$ cat src/rtl/fifo_burst_reader_pkg.sv
// Shared types and constants for the FIFO burst reader.
package fifo_burst_reader_pkg;

  localparam int unsigned STATUS_WIDTH_C = 16;

  typedef enum logic [0:0] {
    IDLE_E,
    BURST_E
  } burst_state_t;

endpackage

$ cat src/rtl/fifo_burst_reader_stream_out_reg.sv
// One-entry valid/ready output register carrying a data word and its last flag.
module stream_out_reg #(
  parameter int unsigned DATA_WIDTH_P = 8
) (
  input  logic                    clk,
  input  logic                    rst_n,
  input  logic                    load_i,
  input  logic [DATA_WIDTH_P-1:0] data_i,
  input  logic                    last_i,
  input  logic                    ready_i,
  output logic                    valid_o,
  output logic [DATA_WIDTH_P-1:0] data_o,
  output logic                    last_o,
  output logic                    can_accept_c_o
);

  logic                    valid_q, valid_d;
  logic [DATA_WIDTH_P-1:0] data_q, data_d;
  logic                    last_q, last_d;

  // Slot is free when empty or when the current word leaves this cycle.
  assign can_accept_c_o = !valid_q || ready_i;

  always_comb begin
    valid_d = valid_q;
    data_d  = data_q;
    last_d  = last_q;
    if (load_i) begin
      valid_d = 1'b1;
      data_d  = data_i;
      last_d  = last_i;
    end else if (ready_i) begin
      valid_d = 1'b0;
    end
  end

  always_ff @(posedge clk) begin
    if (!rst_n) begin
      valid_q <= 1'b0;
      data_q  <= '0;
      last_q  <= 1'b0;
    end else begin
      valid_q <= valid_d;
      data_q  <= data_d;
      last_q  <= last_d;
    end
  end

  assign valid_o = valid_q;
  assign data_o  = data_q;
  assign last_o  = last_q;

endmodule

$ cat src/rtl/fifo_burst_reader.sv
// Drains a first-word-fall-through FIFO into valid/ready bursts; full bursts
// start on fill level, partial bursts are flushed after an idle timeout.
module fifo_burst_reader
  import fifo_burst_reader_pkg::*;
#(
  parameter int unsigned DATA_WIDTH_P    = 8,
  parameter int unsigned ADDR_WIDTH_P    = 4,
  parameter int unsigned TIMEOUT_WIDTH_P = 16
) (
  input  logic                       clk,
  input  logic                       rst_n,
  output logic                       fifo_egr_enable,
  input  logic [DATA_WIDTH_P-1:0]    fifo_egr_data,
  input  logic                       fifo_egr_empty,
  input  logic [ADDR_WIDTH_P:0]      fifo_fill_level,
  output logic                       mst_valid,
  input  logic                       mst_ready,
  output logic [DATA_WIDTH_P-1:0]    mst_data,
  output logic                       mst_last,
  input  logic                       cr_enable,
  input  logic [ADDR_WIDTH_P:0]      cr_burst_length,
  input  logic [TIMEOUT_WIDTH_P-1:0] cr_timeout_cycles,
  output logic [STATUS_WIDTH_C-1:0]  sr_burst_count,
  output logic [STATUS_WIDTH_C-1:0]  sr_flush_count
);

  localparam int unsigned LEN_W = ADDR_WIDTH_P + 1;

  burst_state_t               state_q, state_d;
  logic [LEN_W-1:0]           words_left_q, words_left_d;
  logic                       flush_q, flush_d;
  logic [TIMEOUT_WIDTH_P-1:0] timer_q, timer_d;
  logic [STATUS_WIDTH_C-1:0]  burst_cnt_q, burst_cnt_d;
  logic [STATUS_WIDTH_C-1:0]  flush_cnt_q, flush_cnt_d;

  logic [LEN_W-1:0] eff_len;
  logic             pop;
  logic             can_accept;
  logic             out_valid;
  logic             out_last;
  logic             xfer_last;

  assign eff_len   = (cr_burst_length == '0) ? LEN_W'(1) : cr_burst_length;
  assign xfer_last = out_valid && mst_ready && out_last;

  always_comb begin
    state_d      = state_q;
    words_left_d = words_left_q;
    flush_d      = flush_q;
    timer_d      = timer_q;
    burst_cnt_d  = burst_cnt_q;
    flush_cnt_d  = flush_cnt_q;
    pop          = 1'b0;

    case (state_q)
      IDLE_E: begin
        if (cr_enable && (fifo_fill_level >= eff_len)) begin
          state_d      = BURST_E;
          words_left_d = eff_len;
          flush_d      = 1'b0;
          timer_d      = '0;
        end else if (cr_enable && (cr_timeout_cycles != '0) && (fifo_fill_level != '0)) begin
          if (timer_q == cr_timeout_cycles) begin
            state_d      = BURST_E;
            words_left_d = fifo_fill_level;
            flush_d      = 1'b1;
            timer_d      = '0;
          end else begin
            timer_d = timer_q + TIMEOUT_WIDTH_P'(1);
          end
        end else begin
          timer_d = '0;
        end
      end

      BURST_E: begin
        pop = (words_left_q != '0) && !fifo_egr_empty && can_accept;
        if (pop) begin
          words_left_d = words_left_q - LEN_W'(1);
        end
        // words_left is already 0 here, so no pop can coincide with the last transfer.
        if (xfer_last) begin
          state_d     = IDLE_E;
          timer_d     = '0;
          burst_cnt_d = burst_cnt_q + STATUS_WIDTH_C'(1);
          if (flush_q) begin
            flush_cnt_d = flush_cnt_q + STATUS_WIDTH_C'(1);
          end
        end
      end

      default: state_d = IDLE_E;
    endcase
  end

  always_ff @(posedge clk) begin
    if (!rst_n) begin
      state_q      <= IDLE_E;
      words_left_q <= '0;
      flush_q      <= 1'b0;
      timer_q      <= '0;
      burst_cnt_q  <= '0;
      flush_cnt_q  <= '0;
    end else begin
      state_q      <= state_d;
      words_left_q <= words_left_d;
      flush_q      <= flush_d;
      timer_q      <= timer_d;
      burst_cnt_q  <= burst_cnt_d;
      flush_cnt_q  <= flush_cnt_d;
    end
  end

  stream_out_reg #(
    .DATA_WIDTH_P(DATA_WIDTH_P)
  ) u_out_reg (
    .clk           (clk),
    .rst_n         (rst_n),
    .load_i        (pop),
    .data_i        (fifo_egr_data),
    .last_i        (words_left_q == LEN_W'(1)),
    .ready_i       (mst_ready),
    .valid_o       (out_valid),
    .data_o        (mst_data),
    .last_o        (out_last),
    .can_accept_c_o(can_accept)
  );

  assign fifo_egr_enable = pop;
  assign mst_valid       = out_valid;
  assign mst_last        = out_last;
  assign sr_burst_count  = burst_cnt_q;
  assign sr_flush_count  = flush_cnt_q;

endmodule

$ cat config.mk
export PLATFORM = sky130hd
export DESIGN_NAME = fifo_burst_reader
export DESIGN_NICKNAME = d
export VERILOG_FILES = /design/src/rtl/fifo_burst_reader_pkg.sv /design/src/rtl/fifo_burst_reader_stream_out_reg.sv /design/src/rtl/fifo_burst_reader.sv
export SDC_FILE = /design/constraint.sdc
export NUM_CORES = 1
export LEC_CHECK = 0
export ABC_AREA = 1
export BUFFER_PORTS_ARGS = -buffer_cell sky130_fd_sc_hd__buf_2
export CAP_MARGIN = 20
export CELL_PAD_IN_SITES_DETAIL_PLACEMENT = 0
export CELL_PAD_IN_SITES_GLOBAL_PLACEMENT = 1
export CORE_MARGIN = 1.5
export CORE_UTILIZATION = 41
export DETAILED_ROUTE_END_ITERATION = 7
export PLACE_DENSITY = 0.93
export REMOVE_ABC_BUFFERS = 1
export SYNTH_ARGS = -nofsm -noshare
export SYNTH_HDL_FRONTEND = slang
export SYNTH_HIERARCHICAL = 1
export SYNTH_SLANG_ARGS = --single-unit
$ cat constraint.sdc
create_clock -name clk -period 4.2 [get_ports clk]
set_clock_uncertainty 0.15 [all_clocks]
set_input_delay 0.42 -clock clk [delete_from_list [all_inputs] [get_ports clk]]
set_output_delay 0.42 -clock clk [all_outputs]
set_load 0.005 [all_outputs]
==> flow_metrics.py, run 1 <==
metrics = {
    "floorplan": {
        "die_area_sq_um": 10100,
        "core_sq_um": 9240,
        "ios": 82,
        "die_w_microns": 101,
        "die_h_microns": 101,
        "floorplan.initialDensity_pct": 42.3,
        "floorplan.rows": 35,
    },
    "synthesis": {
        "synthDistinctLibCells": 36,
        "synth.top_cell.area_share_pct": 33.3,
        "syn_area_sq_um": 3910,
        "yosysTopAreaCell": "dfxtp_1",
        "avgSynthCellArea_sq_um": 6.44,
        "synth_area_leaders": "dfxtp_1 (33%), nand2_1 (15%), inv_1 (8.1%), nor2_1 (6.4%), a21oi_1 (6.1%)",
        "ys_seq_area_share_pct": 33.3,
        "synthCells": 607,
        "yosysWarnings": 6,
        "ys_ff_latch": 65,
    },
    "power_and_ir_drop": {
        "share_seq_of_total_power_pct": 49.4,
        "p_int_uw": 935,
        "power_leakage_uw": 0.00226,
        "total_power_uw": 1300,
        "ir_drop_mv": 0.196,
        "power-per-cell-area_nw_per_um2": 283,
        "pwr-share-comb_pct": 12.9,
        "switching_share_pct": 27.9,
        "clock_power_share_pct": 37.7,
        "switchingPower_uw": 361,
    },
    "cts": {
        "ctsResizeCount": 0,
        "insertion_delay_ps": 340,
        "cts_buffer_depth": 2,
        "cts_tree": "yes",
        "clk_pin_slew_ps": 70,
        "clock_tree.root_cell": "clkbuf_8",
        "htreeDepth": 3,
        "numCtsBuffers": 9,
        "numClockSinks": 65,
        "cts_setup_buffers": 0,
        "cts_hold_buf": 0,
    },
    "place": {
        "portBuffers": 81,
        "hpwl_microns": 6820,
        "gp_congestion": 0.839,
        "dpl_worst_slack_ps": 1330,
    },
    "worst_setup_path": {
        "worstPathMaxFanout": 11,
        "cp_slowest_cell": "inv_1",
        "path_depth": 6,
        "cp_common_cell": "inv_1",
        "start_kind": "register",
        "crit_arrival_ps": 2170,
        "cp_top_family": "buffers and inverters",
        "max_stage_delay_ps": 470,
        "ff2ff_path_depth": 8,
        "critPathKind": "register to primary output",
        "end_kind": "primary output",
        "crit_required_ps": 3630,
        "worst-path-buf-inv": 3,
        "cp_cell_sequence": "inv_1, ha_1, nand3_1, nand4_1, inv_1, buf_2",
    },
    "sta": {
        "worst_slew_pin_slew_ps": 667,
        "post-route-period-util_pct": 65.1,
        "hold_viol": 0,
        "grt_setup_unrepaired": "false",
        "max_freq_mhz": 366,
        "maxSlewHeadroom_pct": 55.4,
        "setup_viol": 0,
        "setup_ws_ps": 1460,
        "slew_violations": 0,
        "period_minus_slack_ps": 2740,
        "timing.setup.tns_ps": 0,
    },
    "global_route": {
        "grt_start_max_net_pins": 49,
        "grt_pass1_wl_microns": 16100,
        "gr-usage-all-layers_pct": 19.3,
        "grt_pass1_vias": 3697,
        "antenna_found_initial": 0,
        "gr-total-overflow": 0,
    },
    "hold_path": {
        "min_path_type": "input pin to register",
        "hold_path_depth": 3,
    },
    "route": {
        "drtPass1Iterations": 4,
        "via_per_inst": 4.83,
        "drt_iter0_drc": 157,
        "wl_per_cell_microns": 11.2,
        "via_count": 3954,
        "routed-wl-met3_microns": 508,
        "route.detailed.drc": 0,
        "wl_met2_microns": 4140,
        "top_layer": "met4",
        "wl_met1_microns": 4450,
        "postRouteAntennaNets": 0,
        "wl_microns": 9210,
    },
    "outcome": {
        "outcome": "finished clean",
    },
    "layout": {
        "diodes": 0,
        "area_growth_pct": 16.9,
        "final_core_util_pct": 49.5,
        "drive_above_1_share_pct": 19.0,
        "finalNetCount": 735,
    },
    "job": {
        "maxCapViolCount": 0,
    },
}
per-stage QoR:
stage	area [sq um]	cells	hold slack, ps
2_1_floorplan	3820	592	311
3_3_place_gp	4390	803	321
3_5_place_dp	4390	803	329
4_1_cts	4570	819	145
5_1_grt	4570	819	148
6_report	4570	819	153
area by class of cell:
| class | count | area, sq um |
|---|---|---|
| fill | 944 | 4670 |
| multi-input combinational | 431 | 2150 |
| sequential | 65 | 1300 |
| timing repair buffer | 82 | 413 |
| inverter | 96 | 365 |
| tap | 129 | 161 |
| clock buffer | 11 | 151 |
| clock inverter | 5 | 30.0 |
worst min-delay path: cells and delay by family:
kind | cells | cell delay (ps)
buf+inv | 1 | 70
simple gates | 2 | 110
metal layers:
metal / track usage, % / vias to the layer above
met4: 6.50 / 0
li1: - / 2102
met1: 25.9 / 1755
met2: 31.5 / 87
met5: 0 / -
met3: 3.33 / 10
layout by cell type, fill, tap and decap left out, types with 3 or more instances in the layout:
cell type	n
a21oi_1	48
buf_2	81
clkbuf_8	11
clkinv_2	3
dfxtp_1	65
ha_1	11
inv_1	84
inv_2	9
nand2_1	160
nand2_2	5
nand3_1	30
nand3_2	4
nand4_1	27
nor2_1	67
nor2_2	5
nor2_4	3
nor3_1	9
o21ai_0	33
o21bai_1	3
xor2_1	8
final timing paths:
kind	startpoint	to	slack, ps
max reg2reg	words_left_q[0]	u_out_reg/data_o[1]	2000
min	fifo_egr_data[4]	u_out_reg/data_o[4]	150
max	words_left_q[0]	fifo_egr_enable	1460
min reg2reg	flush_q	flush_q	340
cells in the mapped netlist, drive strengths merged:
cell type	number
nand2	167
inv	95
nor2	76
dfxtp	65
a21oi	48
nand3	34
o21ai	33
nand4	27
ha	11
nor3	11
buf	9
xor2	8
clkbuf	6
o21bai	3
a211oi	2
a31oi	2
and3	2
nor3b	2
clkinv	1
nand3b	1
nor4	1
o21a	1
o31ai	1
xnor2	1
cells by family (layout without fill, tap and decap cells):
| kind of cell | after synthesis | count (layout) | synth area share (%) |
|---|---|---|---|
| AOI/OAI and AO/OA | 90 | 90 | 12.0 |
| xor gates and xnor gates | 9 | 9 | 2.02 |
| adders and majority gates | 11 | 11 | 3.52 |
| buffers and inverters | 111 | 194 | 11.7 |
| DFF | 65 | 65 | 33.3 |
| and+or+nand+nor | 321 | 321 | 37.4 |
registers in the layout, summed over array words and instances, names as in the netlist:
| signal | count |
|---|---|
| u_out_reg/data_o | 8 |
| u_out_reg/valid_o | 1 |
| sr_flush_count | 16 |
| u_out_reg/last_o | 1 |
| sr_burst_count | 16 |
| state_q | 1 |
| flush_q | 1 |
| words_left_q | 5 |
| timer_q | 16 |
power groups by stage:
stage | Combinational [uW] | Clock [uW] | Sequential [uW]
finish | 167 | 488 | 640
global route | 195 | 521 | 642
CTS | 167 | 499 | 640
detailed placement | 167 | 0 | 654
global placement | 164 | 0 | 654
floorplan | 109 | 0 | 652
No activity file was read; power rests on OpenSTA's default activity.
==> run 2: changes to the inputs <==
Settings changed: ABC_AREA 1 to 0, CORE_UTILIZATION 41 to 40, PLACE_DENSITY 0.93 to 0.87.
Clock period 4.2 ns to 2.8 ns, I/O delays scaled along.
==> run 2 against run 1 <==
- non-clock buffer count is 5 higher
- total power is 44% higher
- clock-buffer cell count stayed put
==> flow_metrics.py, run 2 <==
metrics = {
    "layout": {
        "fill_cells": 816,
        "diodes": 0,
        "multi_input_area_sq_um": 2100,
        "drive_above_1_share_pct": 24.4,
        "layout_common_cells": "buf_2 (81), dfxtp_1 (65), nand2_1 (35)",
        "finalNetCount": 532,
        "fin_area_sq_um": 4210,
        "area_growth_pct": 18.0,
        "seqCellArea_sq_um": 1300,
        "stdcell_count": 595,
        "layout_commonest_cell": "buf_2",
    },
    "synthesis": {
        "synth_common_cells": "dfxtp_1 (65), nand2_1 (35), and2_1 (27)",
        "ys_seq_area_share_pct": 36.4,
        "syn_area_sq_um": 3570,
        "ys_ff_latch": 65,
        "yosysTopAreaCell": "dfxtp_1",
        "synth_flop_cell": "dfxtp_1",
        "synth.top_cell.area_share_pct": 36.4,
        "synthCells": 402,
        "synthArstFlopShare_pct": 0,
        "synthDistinctLibCells": 52,
        "yosysWarnings": 6,
        "synth_area_leaders": "dfxtp_1 (36%), xor2_1 (5.2%), and2_1 (4.7%), xnor2_1 (4.7%), ha_1 (3.9%)",
        "avgSynthCellArea_sq_um": 8.88,
        "synth-edff-count": 0,
        "yosysMostFrequentCell": "dfxtp_1",
    },
    "route": {
        "route.detailed.drc": 0,
        "via_per_inst": 5.16,
        "wl_per_cell_microns": 13.1,
        "drt_iter0_drc": 87,
        "drtPass1Iterations": 4,
        "postRouteAntennaNets": 0,
        "via_count": 3072,
        "wl_microns": 7810,
    },
    "floorplan": {
        "core_sq_um": 8680,
        "floorplan.rows": 34,
        "ios": 82,
        "die_area_sq_um": 9500,
        "floorplan.initialDensity_pct": 41.1,
        "die_w_microns": 97.5,
        "die_h_microns": 97.5,
    },
    "cts": {
        "cts_hold_buf": 0,
        "cts_tree": "yes",
        "ctsResizeCount": 0,
        "cts_buffer_depth": 2,
        "cts_setup_buffers": 0,
        "insertion_delay_ps": 340,
        "clock_tree.root_cell": "clkbuf_8",
        "htreeDepth": 3,
        "numCtsBuffers": 9,
        "numClockSinks": 65,
        "clk_pin_slew_ps": 80,
    },
    "power_and_ir_drop": {
        "ir_drop_mv": 0.166,
        "power-per-cell-area_nw_per_um2": 444,
        "power_leakage_uw": 0.00185,
        "total_power_uw": 1870,
    },
    "worst_setup_path": {
        "worstPathMaxFanout": 30,
        "cp_slowest_cell": "or3b_4",
        "crit_arrival_ps": 2390,
        "start_kind": "register",
        "cp_cell_sequence": "xor2_1, nor4_1, nand4_1, or3b_4, nor2_1, o221a_1",
        "max_stage_delay_ps": 540,
        "critPathKind": "register to register",
        "crit_required_ps": 2880,
        "rrSetupSlack_ps": 490,
        "end_kind": "register",
    },
    "sta": {
        "post-route-period-util_pct": 82.5,
        "slew_violations": 0,
        "worst_slew_pin_slew_ps": 567,
        "hold_viol": 0,
        "grt_setup_unrepaired": "false",
        "period_minus_slack_ps": 2310,
        "maxSlewHeadroom_pct": 62.1,
        "max_freq_mhz": 433,
        "setup_ws_ps": 489,
        "setup_viol": 0,
        "timing.setup.tns_ps": 0,
    },
    "outcome": {
        "outcome": "finished clean",
    },
    "place": {
        "portBuffers": 81,
        "dp_cells": 579,
        "place_area_sq_um": 4040,
        "hpwl_microns": 5730,
        "gp_congestion": 0.778,
        "dpl_worst_slack_ps": 166,
    },
    "hold_path": {
        "min_path_type": "input pin to register",
    },
    "job": {
        "maxCapViolCount": 0,
    },
    "global_route": {
        "gr-usage-all-layers_pct": 17.1,
        "grt_start_max_net_pins": 33,
        "grt_pass1_wl_microns": 13400,
        "gr-total-overflow": 0,
        "antenna_found_initial": 0,
        "grt_pass1_vias": 2911,
    },
}
==> run 2: changes by cell type in the layout (fill, tap and decap cells not counted), sizes merged, moves of 10 or more <==
cell / change
nand2: -132
inv: -81
nor2: -56
a21oi: -45
and2: +28
o21ai: -20
nand4: -19
xnor2: +18
nor2b: +16
xor2: +13
nand3: -12
mux2i: +11
o211ai: +10
==> run 2: critical path: cells and delay by family (launching register included) <==
kind / cells / cell delay, ps
and+or+nand+nor: 4 / 1240
xor gates and xnor gates: 1 / 180
DFF: 1 / 370
AOI/OAI and AO/OA: 1 / 250
==> run 2: cell families after synthesis <==
logic type / share of synthesized area [%]
muxes: 4.03
DFF: 36.4
adders and majority gates: 3.85
AOI/OAI and AO/OA: 14.6
and+or+nand+nor: 26.4
xor gates and xnor gates: 9.81
buffers and inverters: 4.87
==> run 2: report_power, final <==
group | switching [uW] | internal [uW]
clock | 369 | 342
sequential | 11.1 | 937
combinational | 122 | 90.5
total | 502 | 1370
==> run 2: path summary, 6_finish.rpt <==
check,cells past startpoint,end,start
min,3,u_out_reg/data_o[0],fifo_egr_data[0]
min reg2reg,2,words_left_q[3],words_left_q[3]
max reg2reg,6,timer_q[3],timer_q[5]
max,6,timer_q[3],timer_q[5]
==> run 2: through the flow <==
stage,utilization (%),hold slack (ps)
6_report,48.5,46.9
5_1_grt,48.5,39.3
4_1_cts,48.5,34.1
3_5_place_dp,46.6,336
3_3_place_gp,46.6,326
2_1_floorplan,-,252
==> run 2: layout make-up <==
class                   instances  share of cell area, %
clock buffers                  11                   3.36
inverters                      14                   1.25
clock inverters                 5                  0.743
multi-input cells             305                   49.9
flip-flops and latches         65                   30.9
repair buffers                 87                   10.7
well taps                     108                   3.21
==> run 2: routing by layer <==
layer / up-vias / share of wire (%) / GRT usage (%)
met5: - / 0 / 0
li1: 1577 / - / -
met4: 0 / 2.3 / 8.90
met1: 1424 / 48 / 22.1
met2: 56 / 47 / 27.2
met3: 15 / 3.1 / 2.88
==> run 3: changes to the inputs <==
Settings changed: CORE_UTILIZATION 40 to 36, PLACE_DENSITY 0.87 to 0.83.
Clock period 2.8 ns to 2.1 ns, I/O delays scaled along.
==> run 3 against run 2 <==
- routed wire length grew 7.5%
- clock-buffer cell count grew 3
- sequential share of layout area shrank 3.0 points
- first-iteration DRC count shrank 26%
- cell area is 11% higher
- flip-flop and latch count did not move
- non-clock buffer count is 39 higher
- sequential power grew 33%
- register-to-register slack lost 440 ps
- worst setup slack worse by 440 ps
- die area up 11%
- critical path type is now input pin to register
==> flow_metrics.py, run 3 (synthesis results as in run 2) <==
metrics = {
    "layout": {
        "finalNetCount": 572,
        "layout_commonest_cell": "buf_2",
        "diodes": 0,
        "layout_common_cells": "buf_2 (81), dfxtp_1 (64), nand2_1 (34), buf_4 (34), and2_1 (27)",
        "fill_cells": 932,
        "drive_above_1_share_pct": 30.4,
        "area_growth_pct": 31.0,
        "final_core_util_pct": 48.3,
    },
    "route": {
        "route.detailed.drc": 0,
        "wl_per_cell_microns": 12.7,
        "drtPass1Iterations": 4,
        "wl_microns": 8390,
        "drt_iter0_drc": 64,
        "postRouteAntennaNets": 0,
        "via_per_inst": 4.88,
        "via_count": 3221,
    },
    "place": {
        "gp_congestion": 0.834,
        "hpwl_microns": 5950,
        "portBuffers": 81,
    },
    "floorplan": {
        "core_sq_um": 9680,
        "die_area_sq_um": 10500,
        "die_w_microns": 103,
        "die_h_microns": 103,
        "floorplan.rows": 36,
        "floorplan.initialDensity_pct": 36.9,
        "ios": 82,
    },
    "cts": {
        "clock_tree.root_cell": "clkbuf_8",
        "numClockSinks": 65,
        "htreeDepth": 3,
        "cts_buffer_depth": 2,
        "insertion_delay_ps": 330,
        "clk_pin_slew_ps": 70,
        "numCtsBuffers": 9,
        "cts_tree": "yes",
    },
    "power_and_ir_drop": {
        "switchingPower_uw": 687,
        "p_int_uw": 2070,
        "total_power_uw": 2760,
        "switching_share_pct": 24.9,
        "ir_drop_mv": 0.215,
        "share_seq_of_total_power_pct": 45.9,
        "power-per-cell-area_nw_per_um2": 589,
        "pwr-share-comb_pct": 13.2,
        "power_leakage_uw": 0.00210,
        "clock_power_share_pct": 40.9,
    },
    "hold_path": {
        "min_from": "mst_ready",
        "hold_path_depth": 3,
        "hold_end": "u_out_reg/valid_o",
        "min_path_type": "input pin to register",
    },
    "sta": {
        "post-route-period-util_pct": 97.9,
        "slew_violations": 0,
        "max_freq_mhz": 486,
        "setup_viol": 0,
        "worst_slew_pin_slew_ps": 642,
        "hold_viol": 0,
        "maxSlewHeadroom_pct": 57.2,
        "grt_setup_unrepaired": "true",
        "period_minus_slack_ps": 2060,
    },
    "outcome": {
        "outcome": "finished clean",
    },
    "worst_setup_path": {
        "critPathKind": "input pin to register",
        "crit_required_ps": 2170,
        "end_kind": "register",
        "start_kind": "input pin",
        "rr_startpoint": "timer_q[8]",
        "worstPathMaxFanout": 5,
        "r2r-end": "words_left_q[2]",
        "crit_arrival_ps": 2130,
        "ff2ff_path_depth": 8,
        "rrSetupSlack_ps": 50,
    },
    "global_route": {
        "grt_pass1_wl_microns": 13300,
        "use_met3_pct": 3.19,
        "grt_pass1_vias": 2908,
        "grt_util_met2_pct": 26.7,
        "grt_start_max_net_pins": 36,
        "grt.met1_usage_pct": 20.6,
        "gr-total-overflow": 0,
        "top_usage_layer": "met2",
        "antenna_found_initial": 0,
        "gr-usage-all-layers_pct": 16.0,
    },
    "job": {
        "maxCapViolCount": 0,
    },
}
==> run 3: what timing repair did <==
item                       in CTS  in global routing
pin swaps                       2                  8
setup buffers                   0                  4
hold endpoints to repair        8                  0
setup endpoints to repair      19                 27
gates resized for setup         3                 12
hold buffers                    8                  0
cloned                          1                  0
==> run 3: how the worst max path moves through the flow <==
| stage | start | end | slack (ps) |
|---|---|---|---|
| 2_1_floorplan | state_q | words_left_q[0] | -640 |
| 3_3_place_gp | cr_burst_length[3] | timer_q[14] | -280 |
| 3_5_place_dp | cr_burst_length[3] | timer_q[14] | -350 |
| 4_1_cts | timer_q[5] | words_left_q[3] | 1 |
| 5_1_grt | timer_q[3] | timer_q[6] | -60 |
| 6_report | cr_burst_length[3] | words_left_q[3] | 40 |
==> run 3: power groups by stage <==
stage	clock, uW	combinational, uW	sequential, uW
after floorplan	0	165	1290
after global placement	0	315	1290
after detailed placement	0	321	1290
after CTS	1160	345	1260
after global routing	1220	400	1270
final	1130	364	1260
==> run 3: layout make-up <==
cell class	instances	area (sq um)	share of cell area [%]
Clock buffer	14	173	3.69
Sequential cell	65	1300	27.8
Timing Repair Buffer	126	783	16.7
Multi-Input combinational cell	306	2170	46.3
Clock inverter	2	35.0	0.749
Tap cell	133	166	3.56
Inverter	14	52.6	1.12
==> run 3: critical path, cell delays in order <==
cell      delay (ps)
buf_2             90
inv_1             50
a41o_1           260
ha_1             280
nor2b_1           40
o211ai_1         180
and2_4           190
buf_4            140
mux2_2           370
a22oi_2          200
o22ai_2          100
==> run 3: per-layer routing <==
layer | vias up | share of wire (%)
li1 | 1657 | -
met1 | 1489 | 47
met2 | 68 | 48
met3 | 7 | 3.7
met4 | 0 | 1.2
met5 | - | 0
==> run 3: metrics by stage <==
stage	hold slack [ps]	instance area, sq um	setup slack [ps]	instances	setup TNS (ps)
after global placement	316	4290	-275	631	-4620
after floorplan	182	3450	-641	384	-8070
final	78.1	4680	43.9	660	0
after detailed placement	330	4290	-351	631	-5870
after CTS	54.9	4600	1.28	656	0
after global routing	108	4680	-64.7	660	-555
